===== src/rtl/alu_pkg.sv =====
// Shared ALU definitions for the execute stage.
// Provides the leading-count mode encodings and the state type used by
// the multi-cycle leading-zero/leading-one counter.
package alu_pkg;

    localparam logic LC_MODE_CLZ = 1'b0;
    localparam logic LC_MODE_CLO = 1'b1;

    typedef enum logic [1:0] {
        LC_IDLE = 2'd0,
        LC_SCAN = 2'd1,
        LC_DONE = 2'd2
    } lc_state_t;

endpackage


===== src/rtl/chunk_lzc.sv =====
// Combinational CHUNK-bit leading-zero priority encoder.
// Ports:
//   bits  - chunk to examine, bit CHUNK-1 is the most significant
//   zero  - high when the whole chunk is zero
//   count - number of leading zeros (CHUNK when zero is high)
module chunk_lzc #(
    parameter int CHUNK = 4
) (
    input  logic [CHUNK-1:0]             bits,
    output logic                         zero,
    output logic [$clog2(CHUNK+1)-1:0]   count
);

    localparam int LZW = $clog2(CHUNK + 1);

    always_comb begin
        zero  = ~|bits;
        count = LZW'(CHUNK);
        // Ascending scan: the last set bit seen is the most significant one.
        for (int unsigned i = 0; i < CHUNK; i++) begin
            if (bits[i]) begin
                count = LZW'(CHUNK - 1 - i);
            end
        end
    end

endmodule


===== src/rtl/lead_count_seq.sv =====
// Multi-cycle leading-zero / leading-one counter (CLZ / CLO).
// The operand is scanned CHUNK bits per clock from the MSB down, stopping
// at the first chunk holding a significant bit.
// Ports:
//   clk    - rising-edge clock
//   rst    - asynchronous active-high reset
//   start  - request, accepted only while idle
//   mode   - 0 = CLZ, 1 = CLO, sampled with start
//   num    - operand, sampled with start
//   busy   - high while scanning and during the done cycle
//   done   - one-cycle pulse, result valid from this cycle
//   result - zero-extended count, held until the next operation completes
module lead_count_seq
    import alu_pkg::*;
#(
    parameter int WIDTH = 32,
    parameter int CHUNK = 4
) (
    input  logic             clk,
    input  logic             rst,
    input  logic             start,
    input  logic             mode,
    input  logic [WIDTH-1:0] num,
    output logic             busy,
    output logic             done,
    output logic [WIDTH-1:0] result
);

    localparam int CNTW = $clog2(WIDTH + 1);
    localparam int LZW  = $clog2(CHUNK + 1);

    lc_state_t        state, state_nx;
    logic [WIDTH-1:0] sh, sh_nx;
    logic [CNTW-1:0]  cnt, cnt_nx;
    logic [WIDTH-1:0] result_nx;
    logic [CNTW-1:0]  cnt_full;
    logic [CNTW-1:0]  cnt_hit;

    logic             top_zero;
    logic [LZW-1:0]   top_lz;

    chunk_lzc #(
        .CHUNK(CHUNK)
    ) u_lzc (
        .bits  (sh[WIDTH-1 -: CHUNK]),
        .zero  (top_zero),
        .count (top_lz)
    );

    always_ff @(posedge clk or posedge rst) begin
        if (rst) begin
            state  <= LC_IDLE;
            sh     <= '0;
            cnt    <= '0;
            result <= '0;
        end else begin
            state  <= state_nx;
            sh     <= sh_nx;
            cnt    <= cnt_nx;
            result <= result_nx;
        end
    end

    always_comb begin
        state_nx  = state;
        sh_nx     = sh;
        cnt_nx    = cnt;
        result_nx = result;
        cnt_full  = cnt + CNTW'(CHUNK);
        cnt_hit   = cnt + CNTW'(top_lz);

        unique case (state)
            LC_IDLE: begin
                if (start) begin
                    // Inverting the operand turns CLO into CLZ.
                    sh_nx    = (mode == LC_MODE_CLO) ? ~num : num;
                    cnt_nx   = '0;
                    state_nx = LC_SCAN;
                end
            end
            LC_SCAN: begin
                if (top_zero) begin
                    cnt_nx = cnt_full;
                    sh_nx  = sh << CHUNK;
                    if (cnt_full == CNTW'(WIDTH)) begin
                        state_nx  = LC_DONE;
                        result_nx = WIDTH'(cnt_full);
                    end
                end else begin
                    cnt_nx    = cnt_hit;
                    state_nx  = LC_DONE;
                    result_nx = WIDTH'(cnt_hit);
                end
            end
            LC_DONE: begin
                state_nx = LC_IDLE;
            end
            default: begin
                state_nx = LC_IDLE;
            end
        endcase
    end

    always_comb begin
        busy = (state != LC_IDLE);
        done = (state == LC_DONE);
    end

endmodule


===== config.mk =====
export PLATFORM = sky130hd
export DESIGN_NAME = lead_count_seq
export DESIGN_NICKNAME = d
export VERILOG_FILES = /design/src/rtl/alu_pkg.sv /design/src/rtl/chunk_lzc.sv /design/src/rtl/lead_count_seq.sv
export SDC_FILE = /design/constraint.sdc
export NUM_CORES = 1
export LEC_CHECK = 0
export CORE_MARGIN = 1
export CORE_UTILIZATION = 54
export DETAILED_ROUTE_END_ITERATION = 10
export HOLD_SLACK_MARGIN = 0.15
export PLACE_DENSITY_LB_ADDON = 0.2
export SYNTH_ARGS = -nofsm -noshare
export SYNTH_HDL_FRONTEND = slang
export SYNTH_SLANG_ARGS = --single-unit
export TNS_END_PERCENT = 20

===== constraint.sdc =====
create_clock -name clk -period 6 [get_ports clk]
set_clock_uncertainty 0.15 [all_clocks]
set_input_delay 1.2 -clock clk [delete_from_list [all_inputs] [get_ports clk]]
set_output_delay 1.2 -clock clk [all_outputs]
set_load 0.02 [all_outputs]

==> impl_metrics.tcl <==
set metrics [dict create \
    status "completed" \
    cellPowerDensity_nw_per_um2 436 \
    synthesis.area_sq_um 2980 \
    cts.path.max_buffers 2 \
    fin_tns_setup_ns 0 \
    grt_pass1_vias 1891 \
    cts_setup_buffers 0 \
    synth_top_cell_by_area "dfrtp_1" \
    yosysUniqueCellTypes 46 \
    max_freq_mhz 319 \
    grt_setup_unrepaired "no" \
    dp_cells 388 \
    cp_data_required_time_ns 4.65 \
    ys_seq_elements 46 \
    yosysWarnings 0 \
    drt_iter0_drc 123 \
    initial_core_util_pct 57.3 \
    first_pass_iters 4 \
    hold_viol 0 \
    clockRootBuffer "clkbuf_8" \
    io_pins 70 \
    r2r_slack_ns 3.11 \
    ys_seq_area_share_pct 38.6 \
    num_antenna_cells 0 \
    netlist_top_cells_area "dfrtp_1, mux2_4, xnor2_1" \
    syn_to_final_growth_pct 14.0 \
    syn_inst 292 \
    crit_type "flop to output port" \
    vdd_drop_max_uv 383 \
    final_core_util_pct 65.4 \
    grt_usage_pct 19.8 \
    cts_max_level 2 \
    antenna_found_initial 0 \
    worstHoldEndpoint "sh[26]$_DFFE_PP0P_" \
    via_count 2025 \
    synthXorXnorAreaFrac_pct 10.3 \
    crit_path_top_delay_cell "dfrtp_1" \
    vias_per_cell 5.11 \
    cp_max_fo 12 \
    post-route-drc-count 0 \
    place.gp.congestion 0.786 \
    fillers 450 \
    grt_overflow 0 \
    critPathArrivalTime_ns 1.78 \
    report.final.setup_viol 0 \
    cts-resized-gates 0 \
    synth_edf_count 0 \
    drive_above_1_share_pct 13.8 \
    dieArea_sq_um 5830 \
    fin_hold_ws_ns 0.365 \
    clk_latency_ns 0.30 \
    crit_path_start_kind "flop" \
    crit_buf_inv 1 \
    nNetsFinal 367 \
    min_from "sh[26]$_DFFE_PP0P_" \
    r2r-end "result[3]$_DFFE_PP0P_" \
    ant_nets 0 \
    cp_cell_sequence "or2_2, clkdlybuf4s50_1" \
    max_stage_delay_ns 0.57 \
    r2r_start "sh[31]$_DFFE_PP0P_" \
    wl_um 5250 \
    post-dp-hpwl_um 3660 \
    rows 26 \
    synthAdderAreaFrac_pct 2.77 \
    synth_top_area_share_pct 38.6 \
    ys_async_sr_fraction_pct 100 \
    fin_crit_ns 3.13 \
    synth_simple_gate_area_share_pct 9.48 \
    reg2reg_depth 7 \
    worst_setup_path_end_kind "output port" \
    hold_class "flop to flop" \
    synth_compound_area_share_pct 12.1 \
    wl_per_cell_um 13.3 \
    cts_buffers 5 \
    grt_max_degree 60 \
    stdcell_count 396 \
    maxSlewHeadroom_pct 30.3 \
    cts_sinks 46 \
    hold_buffers 0 \
    die_x_um 76.3 \
    slew_violations 0 \
    grt_pass1_wl_um 9170 \
    syn_avg_cell_area_sq_um 10.2 \
    path_clk_slew_ns 0.08 \
    period_share_pct 52.2 \
    max_cap_viol_count 0 \
    cts_tree "built" \
    core_sq_um 5200 \
    worst_pin_slew_ns 1.04 \
    ys.flop_type "dfrtp_1" \
    port_buffers 43 \
    min_path_cells 1 \
    muxShareOfSynthArea_pct 15.0 \
    die_h_um 76.3 \
    crit_family "flip-flops" \
    synth_top_family_by_area "multiplexers" \
    leakagePower_uw 0.00145 \
]
power by group:
part	internal (uW)	switching, uW
Sequential	449	109
Combinational	367	328
Clock	125	105
cells by family after synthesis:
kind of cell / count (synthesis)
compound gates: 62
simple gates: 58
flops: 46
mux: 32
buf+inv: 52
fa+ha+maj: 6
other cells: 1
xor+xnor: 35
placed cells by master (no fill, tap or decap), types with 2 or more instances in the layout:
master,instances
clkbuf_1,2
nand2_1,34
ha_1,5
mux2_2,8
clkdlybuf4s50_1,42
mux2_4,21
and3_1,2
nand2b_1,3
o2bb2ai_1,2
o41ai_1,2
xnor2_1,34
mux2i_1,2
a21oi_1,8
o21ai_0,39
nand3_1,2
inv_1,7
nor3b_1,2
conb_1,26
nor2_1,6
dfrtp_1,46
clkbuf_8,5
flip-flops by register name (all words and copies together) (netlist names):
signal and flops:
result 6, sh 32, state 2, cnt 6
how the worst max path moves through the flow:
stage | start | end | slack [ns] | depth (start not counted)
final | state[1]$_DFFE_PP0P_ | busy | 2.87 | 2
after global routing | state[1]$_DFFE_PP0P_ | done | 2.75 | 2
after CTS | state[1]$_DFFE_PP0P_ | busy | 2.87 | 2
after detailed placement | start | sh[24]$_DFFE_PP0P_ | 2.96 | 4
after global placement | start | sh[23]$_DFFE_PP0P_ | 3.00 | 4
after floorplan | mode | sh[4]$_DFFE_PP0P_ | 3.39 | 5
cell usage after synthesis (2+ instances only):
library cell,n
o21ai_0,39
ha_1,5
o41ai_1,2
a21oi_1,8
mux2i_1,2
xnor2_1,34
dfrtp_1,46
buf_6,2
buf_4,26
and3_1,2
clkbuf_1,11
nor3b_1,2
nand3_1,2
mux2_4,21
o2bb2ai_1,2
nand2_1,34
buf_2,2
inv_1,8
nor2b_1,2
buf_12,2
mux2_2,8
nand2b_1,3
nor2_1,6
stage by stage:
stage | worst slack [ns] | power, uW | instance area, sq um
floorplan | 3.39 | 1140 | 3080
global placement | 3.00 | 1240 | 3300
detailed placement | 2.96 | 1260 | 3300
CTS | 2.87 | 1490 | 3400
global route | 2.75 | 1590 | 3400
finish | 2.87 | 1480 | 3400
routing by layer:
| layer | share of wire, % | wire (um) | vias to the layer above | GRT usage [%] |
|---|---|---|---|---|
| met2 | 45 | 2340 | 64 | 29.5 |
| met5 | 0 | 0 | - | 0 |
| li1 | - | - | 1001 | - |
| met4 | 1.6 | 85 | 0 | 5.96 |
| met3 | 4.5 | 236 | 10 | 4.19 |
| met1 | 49 | 2590 | 950 | 29.0 |
area by class of cell:
type	count	area (sq um)	share of cell area (%)
Inverter	9	38.8	1.14
Multi-Input combinational cell	219	1590	46.6
Sequential cell	46	1150	33.8
Clock inverter	1	30.0	0.882
Timing Repair Buffer	44	433	12.7
Clock buffer	7	76.3	2.24
Tap cell	70	87.6	2.57
worst reg2reg max path, delay by kind of cell, from the launching register on:
kind	cells	cell delay, ns
DFF	1	0.41
buffers and inverters	1	0.19
adders and majority gates	1	0.29
and+or+nand+nor	1	0.74
muxes	1	0.25
AOI/OAI and AO/OA	3	0.74
Power figures use the tool's default switching activity.
